`src/rtl/serial_mult_pkg.sv`:
```
// -----------------------------------------------------------------------------
// serial_mult_pkg
// Shared definitions for the shift-add serial multiplier sequencer:
//   - state_t        : sequencer FSM state encoding (2 bits)
//   - DEFAULT_WIDTH  : default operand width
//   - cnt_w()        : width of the step counter for a given operand width
// -----------------------------------------------------------------------------
package serial_mult_pkg;

    localparam int DEFAULT_WIDTH = 4;

    typedef enum logic [1:0] {
        IDLE = 2'd0,
        RUN  = 2'd1,
        DONE = 2'd2
    } state_t;

    // One extra bit over clog2 so the counter can reach WIDTH-1 for any
    // legal WIDTH without wrapping inside a transaction.
    function automatic int cnt_w(input int width);
        return $clog2(width) + 1;
    endfunction

endpackage

```
`src/rtl/shift_add_datapath.sv`:
```
// -----------------------------------------------------------------------------
// shift_add_datapath
// Holds the shift-add multiplier registers: accumulator P, multiplier /
// low-product Q and multiplicand M, plus the WIDTH-bit adder.
//
// Ports:
//   clk      in   rising-edge clock
//   rst      in   synchronous active-high reset, clears P, Q, M
//   load     in   P <= 0, Q <= load_a, M <= load_b
//   step     in   one shift-add step: {P,Q} <= {P + (add ? M : 0), Q} >> 1
//   add      in   include M in this step's sum (driven from Q[0] by the
//                 sequencer)
//   load_a   in   WIDTH    multiplier operand, loaded into Q
//   load_b   in   WIDTH    multiplicand operand, loaded into M
//   product  out  2*WIDTH  live {P,Q}
//   q0       out  1        Q[0], the current multiplier bit
// -----------------------------------------------------------------------------
module shift_add_datapath
    import serial_mult_pkg::*;
#(
    parameter int WIDTH = DEFAULT_WIDTH
) (
    input  logic                 clk,
    input  logic                 rst,
    input  logic                 load,
    input  logic                 step,
    input  logic                 add,
    input  logic [WIDTH-1:0]     load_a,
    input  logic [WIDTH-1:0]     load_b,
    output logic [2*WIDTH-1:0]   product,
    output logic                 q0
);

    logic [WIDTH-1:0] p;
    logic [WIDTH-1:0] q;
    logic [WIDTH-1:0] m;
    logic [WIDTH:0]   addend;
    logic [WIDTH:0]   sum;

    // NOTE: sum is WIDTH+1 bits so the adder carry survives and becomes P's
    // MSB after the shift; a WIDTH-bit sum would silently drop it.
    always_comb begin
        addend = '0;
        if (add) begin
            addend = {1'b0, m};
        end
        sum = {1'b0, p} + addend;
    end

    // NOTE: registers are updated with non-blocking assignments so every
    // register sees the pre-edge values of the others (the shift relies on it).
    always_ff @(posedge clk) begin
        if (rst) begin
            p <= '0;
            q <= '0;
            m <= '0;
        end else if (load) begin
            p <= '0;
            q <= load_a;
            m <= load_b;
        end else if (step) begin
            {p, q} <= {sum, q[WIDTH-1:1]};
        end
    end

    assign product = {p, q};
    assign q0      = q[0];

endmodule

```
`src/rtl/serial_mult_sequencer.sv`:
```
// -----------------------------------------------------------------------------
// serial_mult_sequencer
// Runs one unsigned shift-add multiplication per transaction: accepts an
// operand pair on a valid/ready handshake, performs WIDTH shift-add steps on
// the shift_add_datapath, and presents the 2*WIDTH-bit product on a
// valid/ready handshake.
//
// Ports:
//   clk          in   rising-edge clock
//   rst          in   synchronous reset, active-high
//   in_valid     in   operand pair valid
//   in_ready     out  operands accepted (high only in IDLE)
//   in_a         in   WIDTH    multiplier operand (loaded into Q)
//   in_b         in   WIDTH    multiplicand operand (loaded into M)
//   out_valid    out  product valid (high only in DONE)
//   out_ready    in   consumer accepts the product
//   out_product  out  2*WIDTH  {P,Q}, stable while out_valid is high
//   busy         out  high while stepping (RUN)
//
// Build option:
//   SERIAL_MULT_ZERO_BYPASS_EN - when defined, a pair with a zero operand is
//   loaded as 0 and goes straight from IDLE to DONE, never asserting busy.
// -----------------------------------------------------------------------------
module serial_mult_sequencer
    import serial_mult_pkg::*;
#(
    parameter int WIDTH = DEFAULT_WIDTH
) (
    input  logic                 clk,
    input  logic                 rst,
    input  logic                 in_valid,
    output logic                 in_ready,
    input  logic [WIDTH-1:0]     in_a,
    input  logic [WIDTH-1:0]     in_b,
    output logic                 out_valid,
    input  logic                 out_ready,
    output logic [2*WIDTH-1:0]   out_product,
    output logic                 busy
);

    localparam int CNT_W = cnt_w(WIDTH);

    state_t             state;
    logic [CNT_W-1:0]   count;
    logic               load;
    logic               step;
    logic               add;
    logic               q0;
    logic [WIDTH-1:0]   load_a;
    logic [WIDTH-1:0]   load_b;

`ifdef SERIAL_MULT_ZERO_BYPASS_EN
    logic zero_pair;
    assign zero_pair = (in_a == '0) || (in_b == '0);
    // Forcing Q to 0 makes {P,Q} == 0 regardless of which operand was zero.
    assign load_a    = zero_pair ? '0 : in_a;
`else
    assign load_a    = in_a;
`endif
    assign load_b = in_b;

    assign load = (state == IDLE) && in_valid;
    assign step = (state == RUN);
    assign add  = step && q0;

    shift_add_datapath #(
        .WIDTH (WIDTH)
    ) u_datapath (
        .clk     (clk),
        .rst     (rst),
        .load    (load),
        .step    (step),
        .add     (add),
        .load_a  (load_a),
        .load_b  (load_b),
        .product (out_product),
        .q0      (q0)
    );

    always_ff @(posedge clk) begin
        if (rst) begin
            state     <= IDLE;
            count     <= '0;
            in_ready  <= 1'b1;
            out_valid <= 1'b0;
            busy      <= 1'b0;
        end else begin
            case (state)
                IDLE: begin
                    if (in_valid) begin
                        count    <= '0;
                        in_ready <= 1'b0;
`ifdef SERIAL_MULT_ZERO_BYPASS_EN
                        if (zero_pair) begin
                            state     <= DONE;
                            out_valid <= 1'b1;
                        end else begin
                            state <= RUN;
                            busy  <= 1'b1;
                        end
`else
                        state <= RUN;
                        busy  <= 1'b1;
`endif
                    end
                end
                RUN: begin
                    count <= count + 1'b1;
                    // The datapath performs its last step on this same edge.
                    if (count == CNT_W'(WIDTH - 1)) begin
                        state     <= DONE;
                        busy      <= 1'b0;
                        out_valid <= 1'b1;
                    end
                end
                DONE: begin
                    if (out_ready) begin
                        state     <= IDLE;
                        out_valid <= 1'b0;
                        in_ready  <= 1'b1;
                    end
                end
                default: begin
                    state     <= IDLE;
                    in_ready  <= 1'b1;
                    out_valid <= 1'b0;
                    busy      <= 1'b0;
                end
            endcase
        end
    end

endmodule
```
`config.mk`:
```
export PLATFORM = sky130hd
export DESIGN_NAME = serial_mult_sequencer
export DESIGN_NICKNAME = d
export VERILOG_FILES = /design/src/rtl/serial_mult_pkg.sv /design/src/rtl/shift_add_datapath.sv /design/src/rtl/serial_mult_sequencer.sv
export SDC_FILE = /design/constraint.sdc
export NUM_CORES = 1
export LEC_CHECK = 0
export ABC_AREA = 1
export CAP_MARGIN = 25
export CORE_MARGIN = 2
export CORE_UTILIZATION = 44
export CTS_CLUSTER_SIZE = 25
export DETAILED_ROUTE_END_ITERATION = 10
export PLACE_DENSITY = 0.74
export SLEW_MARGIN = 5
export SYNTH_ARGS = -nofsm -noshare
export SYNTH_HDL_FRONTEND = slang
export SYNTH_HIERARCHICAL = 1
export SYNTH_SLANG_ARGS = --single-unit
```
`constraint.sdc`:
```
create_clock -name clk -period 1.9 [get_ports clk]
set_clock_uncertainty 0.1 [all_clocks]
set_input_delay 0.19 -clock clk [delete_from_list [all_inputs] [get_ports clk]]
set_output_delay 0.19 -clock clk [all_outputs]
set_load 0.01 [all_outputs]
```
# Yosys cells after proc, flatten, opt, wreduce, memory -nomap -nowiden
# Index checks and enable logic that the tools add are counted.
[word_totals] ff_bits=20 inputBits=12 output_inout_bits=11 wordCells=48
[classes] n_addsub=2 eq_ne=6 mux=18 n_bitwise=3 reduce_logical=11
[op_table] operator="4-bit 2-to-1 mux" n=3
[op_table] operator="3-bit AND reduction" n=4
[op_table] operator="1-bit case mux with 3 select lines" n=3
[op_table] operator="1-bit 2-to-1 mux" n=6
[op_table] operator="2-bit 2-to-1 mux" n=3
[op_table] operator="2-bit case mux with 3 select lines" n=1
[op_table] operator="3-bit case mux with 2 select lines" n=1
[op_table] operator="4-bit by 4-bit adder with 5-bit output" n=1
[op_table] operator="2-bit inequality test (second input constant)" n=2
[op_table] operator="2-bit nonzero test" n=2
[op_table] operator="3-bit by 1-bit adder with 3-bit output (second input constant)" n=1
[op_table] operator="3-bit by 2-bit == test with 1-bit output (second input constant)" n=1
[op_table] operator="3-bit 2-to-1 mux" n=1
[op_table] operator="1-bit inverter" n=3
[op_table] operator="2-bit by 1-bit == test with 1-bit output (second input constant)" n=1
[op_table] operator="2-bit == test (second input constant)" n=1
[op_table] operator="1-bit logical AND" n=2
[op_table] operator="2-bit logical NOT" n=1
[op_table] operator="2-bit by 1-bit inequality test with 1-bit output (second input constant)" n=1
[op_table] operator="2-bit AND reduction" n=1
[op_table] operator="2-bit OR reduction" n=1

# Logic depth before layout (Yosys ltp)
# Gate-level depths: netlist of the first run.
[logic_depth] ltp_word=6 ltp_mapped=13 ltp_nobuf=13

# Cells and area by module
# The synthesis of the first run kept the hierarchy.
[modules_own_cells] module="shift_add_datapath" instances=1 cells_each=93 area_per_inst_um2=655.6 seq_area_each_um2=240.2
[modules_own_cells] module="serial_mult_sequencer" instances=1 cells_each=51 area_per_inst_um2=391.6 seq_area_each_um2=160.2

# Worst setup path after synthesis of the first run
# Ideal clock, no wire load.
[synth_path] path_type="reg2reg" start="register state[0]" end="register u_datapath.p[3]" setup_ns=0.066 arrival_time_ns=1.894 required_time_ns=1.734 slack_ns=-0.160 path_stages_with_launch=13 path_buffers=0 period_less_slack_ns=2.060 cell_sequence="dfxtp_1 inv_2 nor2_4 inv_2 nor2_1 nand2_1 inv_1 ha_1 inv_1 fa_1 o21ai_0 nand2_1 a21oi_2"
[synth_via] elab_chain_len=4 elab_cells_between_ends=7 cone_classes="1 x add/sub; 1 x eq/ne; 1 x mux; 4 x reduce/logical"
[synth_rtl] element="start: declaration" line="serial_mult_sequencer.sv:43" text="state_t state;"
[synth_rtl] element="start signal: assignment" line="serial_mult_sequencer.sv:82" text="state <= IDLE;"
[synth_rtl] element="start signal: assignment" line="serial_mult_sequencer.sv:102" text="state <= RUN;"
[synth_rtl] element="start signal: assignment" line="serial_mult_sequencer.sv:111" text="state <= DONE;"
[synth_rtl] element="2-bit by 1-bit == test with 1-bit output" line="serial_mult_sequencer.sv:63" text="assign step = (state == RUN);"
[synth_rtl] element="named net step" line="serial_mult_sequencer.sv:46" text="logic step;"
[synth_rtl] element="1-bit logical AND" line="serial_mult_sequencer.sv:64" text="assign add = step && q0;"
[synth_rtl] element="named net add" line="serial_mult_sequencer.sv:47" text="logic add;"
[synth_rtl] element="4-bit 2-to-1 mux" line="shift_add_datapath.sv:44" text="if (add) begin"
[synth_rtl] element="4-bit by 4-bit adder with 5-bit output" line="shift_add_datapath.sv:47" text="sum = {1'b0, p} + addend;"
[synth_rtl] element="end signal: assignment" line="shift_add_datapath.sv:62" text="{p, q} <= {sum, q[WIDTH-1:1]};"
[synth_rtl] element="end: declaration" line="shift_add_datapath.sv:34" text="logic [WIDTH-1:0] p;"
# The timed path passes the listed nets, and every way through them passes these cells.
# A chain may end at the register's enable or synchronous reset.

# Worst setup path in the final report of the first run
[layout_path] start="register state[0]" end="register u_datapath.p[1]"
# The elaborated chain is that of the path after synthesis.

==> results of run 1 <==
worst max path at each step:
stage | start | end | slack, ps | cells past startpoint
finish | state[0]$_SDFFE_PP0P_ | u_datapath/p[1]$_SDFFE_PP0P_ | 80 | 12
global route | state[0]$_SDFFE_PP0P_ | u_datapath/p[1]$_SDFFE_PP0P_ | -80 | 12
CTS | state[0]$_SDFFE_PP0P_ | u_datapath/p[0]$_SDFFE_PP0P_ | 10 | 10
detailed placement | state[0]$_SDFFE_PP0P_ | u_datapath/p[1]$_SDFFE_PP0P_ | 30 | 12
global placement | state[0]$_SDFFE_PP0P_ | u_datapath/p[1]$_SDFFE_PP0P_ | 90 | 12
floorplan | state[0]$_SDFFE_PP0P_ | u_datapath/p[1]$_SDFFE_PP0P_ | -7 | 12
state kept, by name, indices dropped and copies added (netlist names):
name / cells
state: 2
count: 3
u_datapath/m: 4
u_datapath/p: 4
out_valid: 1
in_ready: 1
u_datapath/q: 4
busy: 1
Yosys cell counts (2+ instances only):
| master | n | share of area (%) |
|---|---|---|
| o21ai_1 | 2 | 0.96 |
| inv_1 | 18 | 6.5 |
| inv_2 | 4 | 1.4 |
| o21ai_0 | 7 | 3.3 |
| ha_1 | 6 | 7.2 |
| a21oi_2 | 2 | 1.7 |
| o21bai_1 | 2 | 1.4 |
| nand2_1 | 27 | 9.7 |
| nand3_1 | 5 | 2.4 |
| nor2_1 | 21 | 7.5 |
| nor3_1 | 5 | 2.4 |
| a21oi_1 | 12 | 5.7 |
| dfxtp_1 | 20 | 38 |
through the flow:
stage	setup WS [ps]	instance area, um2
global placement	85.6	1320
floorplan	-7.33	1060
finish	75.7	1390
CTS	12.0	1350
detailed placement	34.4	1320
global route	-77.7	1390
power by group:
| part | total (mW) | internal (mW) | switching, mW |
|---|---|---|---|
| Combinational | 0.192 | 0.0975 | 0.0946 |
| Clock | 0.258 | 0.117 | 0.141 |
| Sequential | 0.469 | 0.447 | 0.0220 |
critical path, delay by kind of cell (launching register included):
family,cells,cell delay (ps)
AOI/OAI and AO/OA,1,120
xor gates and xnor gates,1,130
adders and majority gates,2,480
buffers and inverters,5,280
DFF,1,390
and+or+nand+nor,3,250
layout make-up:
class | count | area share [%]
Inverter | 22 | 5.93
Clock buffer | 4 | 2.61
Tap cell | 28 | 2.52
Timing Repair Buffer | 28 | 19.0
Sequential cell | 20 | 29.0
Multi-Input combinational cell | 98 | 40.9
what timing repair did:
item	CTS	global route
buffers inserted	0	1
setup endpoints to repair	0	4
gates resized for setup	0	7
kinds of logic after synthesis:
kind of cell	synth area share [%]
AO/OA/AOI/OAI	15.3
buffers and inverters	11.3
flip-flops	38.2
adder cells (fa/ha/maj)	9.08
XOR/XNOR	0.836
AND/OR/NAND/NOR	25.2
routing by layer:
layer	vias up	wire length, um
met5	-	0
met4	0	52
met3	6	89
met2	29	1110
met1	423	1080
li1	511	-
==> flow_summary.ini, run 1 <==
[detailed_routing]
drc = 0
first_iter_violations = 10
vias_per_cell = 4.85
wl_per_cell_um = 11.6
dr.pass1.iters = 4
drtAntennaViolNets = 0
vias = 969
wl_mm = 2.33

[setup_path]
path_cells = inv_2, nor2_4, inv_2, nor2_4, nand2_1, inv_2, ha_4, inv_2, fa_2, xnor2_1, o21ai_1, inv_1
cp_max_fo = 6
cp_slowest_cell = dfxtp_4
cp-start-kind = register
cpMostUsedCell = inv_2
cp.arrival_ps = 1950
path_class = register to register
r2r_slack_ps = 80
crit_path_max_incr_delay_ps = 390
required_ps = 2020
reg2reg_to = u_datapath/p[1]$_SDFFE_PP0P_
rr_worst_depth = 12
r2r_start = state[0]$_SDFFE_PP0P_
worstSetupEndpointType = register

[global_route]
overflow = 0
grt_pass1_wl_mm = 3.91
grt_pass1_vias = 923
gr-usage-met3_pct = 3.14
grt_max_degree = 17
grtUsageMet2_pct = 31.7
antenna_found_initial = 0
grt_util_met1_pct = 23.2
grtUsageTotal_pct = 19.1
grt-busiest-layer = met2

[cts]
cts_buffer_depth = 2
ctsRootBufferMaster = clkbuf_4
holdBufCountCts = 0
htree_levels = 1
clk_pin_slew_ps = 120
numCtsBuffers = 3
cts_tree = yes
worstSkewPairLatency_ps = 310
clkSinkCount = 20

[yosys]
yosys_most_used_dff = dfxtp_1
syn_area_um2 = 1050
synth.ff_latch_count = 20
synth_edf_count = 0
ys_warn_count = 6
synth_cell_types = 26
synthCells = 144
seq_area_frac_synth_pct = 38.2
syn_nets = 163
async_flop_share_pct = 0
avgSynthCellArea_um2 = 7.27

[layout]
regArea_um2 = 404
drive_above_1_share_pct = 16.3
final_nets = 192
nFillCells = 200
antenna_cells = 0
multi_input_area_um2 = 569
area_growth_pct = 33.0
layout_common_cells = nand2_1, clkdlybuf4s50_1, nor2_1
final_common_cell = nand2_1
post-route-util_pct = 62.4
layoutNonFillerInstCount = 200

[placement]
gp_congestion = 0.913
port_buffers = 22
dp_hpwl_mm = 1.80
dp_cells = 195

[floorplanning]
io_pins = 23
die_w_um = 52.8
die_height_um = 52.8
dieArea_um2 = 2790
core_um2 = 2230
start_util_pct = 46.9
core.rowCount = 17

[sta]
finalCritPeriodShare_pct = 96.0
worst_hold_slack_ps = 323
max_slew_margin_pct = 75.6
final_hold_viol_count = 0
setup_viol = 0
fin_setup_tns_ps = 0
fin_crit_ps = 1820
fmax_ghz = 0.548
grt_setup_unrepaired = yes
tightest_slew_ps = 361
drv_slew = 0

[hold_path]
min_path_type = input port to register
min_to = u_datapath/m[0]$_SDFFE_PP0P_
hp-start = in_b[0]
whs_path_depth = 3

[pwr]
peakVddDrop_v = 0.000402
leakagePower_nw = 0.615
finalPower_mw = 0.919
power_density_nw_per_um2 = 660

[run]
cap_viol_max_count = 0

[outcome]
status = completed
No activity file was read; power rests on OpenSTA's default activity.
==> run 2, diff against run 1 <==
--- a/config.mk
+++ b/config.mk
@@ -11,6 +11,7 @@
 export CORE_UTILIZATION = 44
 export CTS_CLUSTER_SIZE = 25
 export DETAILED_ROUTE_END_ITERATION = 10
+export GPL_ROUTABILITY_DRIVEN = 0
 export PLACE_DENSITY = 0.74
 export SLEW_MARGIN = 5
 export SYNTH_ARGS = -nofsm -noshare
==> results of run 2 <==
No change in the layout: final DEF, timing and power equal those of run 1.
==> run 3, diff against run 2 <==
--- a/config.mk
+++ b/config.mk
@@ -13,6 +13,7 @@
 export DETAILED_ROUTE_END_ITERATION = 10
 export GPL_ROUTABILITY_DRIVEN = 0
 export PLACE_DENSITY = 0.74
+export SKIP_LAST_GASP = 1
 export SLEW_MARGIN = 5
 export SYNTH_ARGS = -nofsm -noshare
 export SYNTH_HDL_FRONTEND = slang
==> results of run 3 <==
No change in the layout: final DEF, timing and power equal those of run 1.
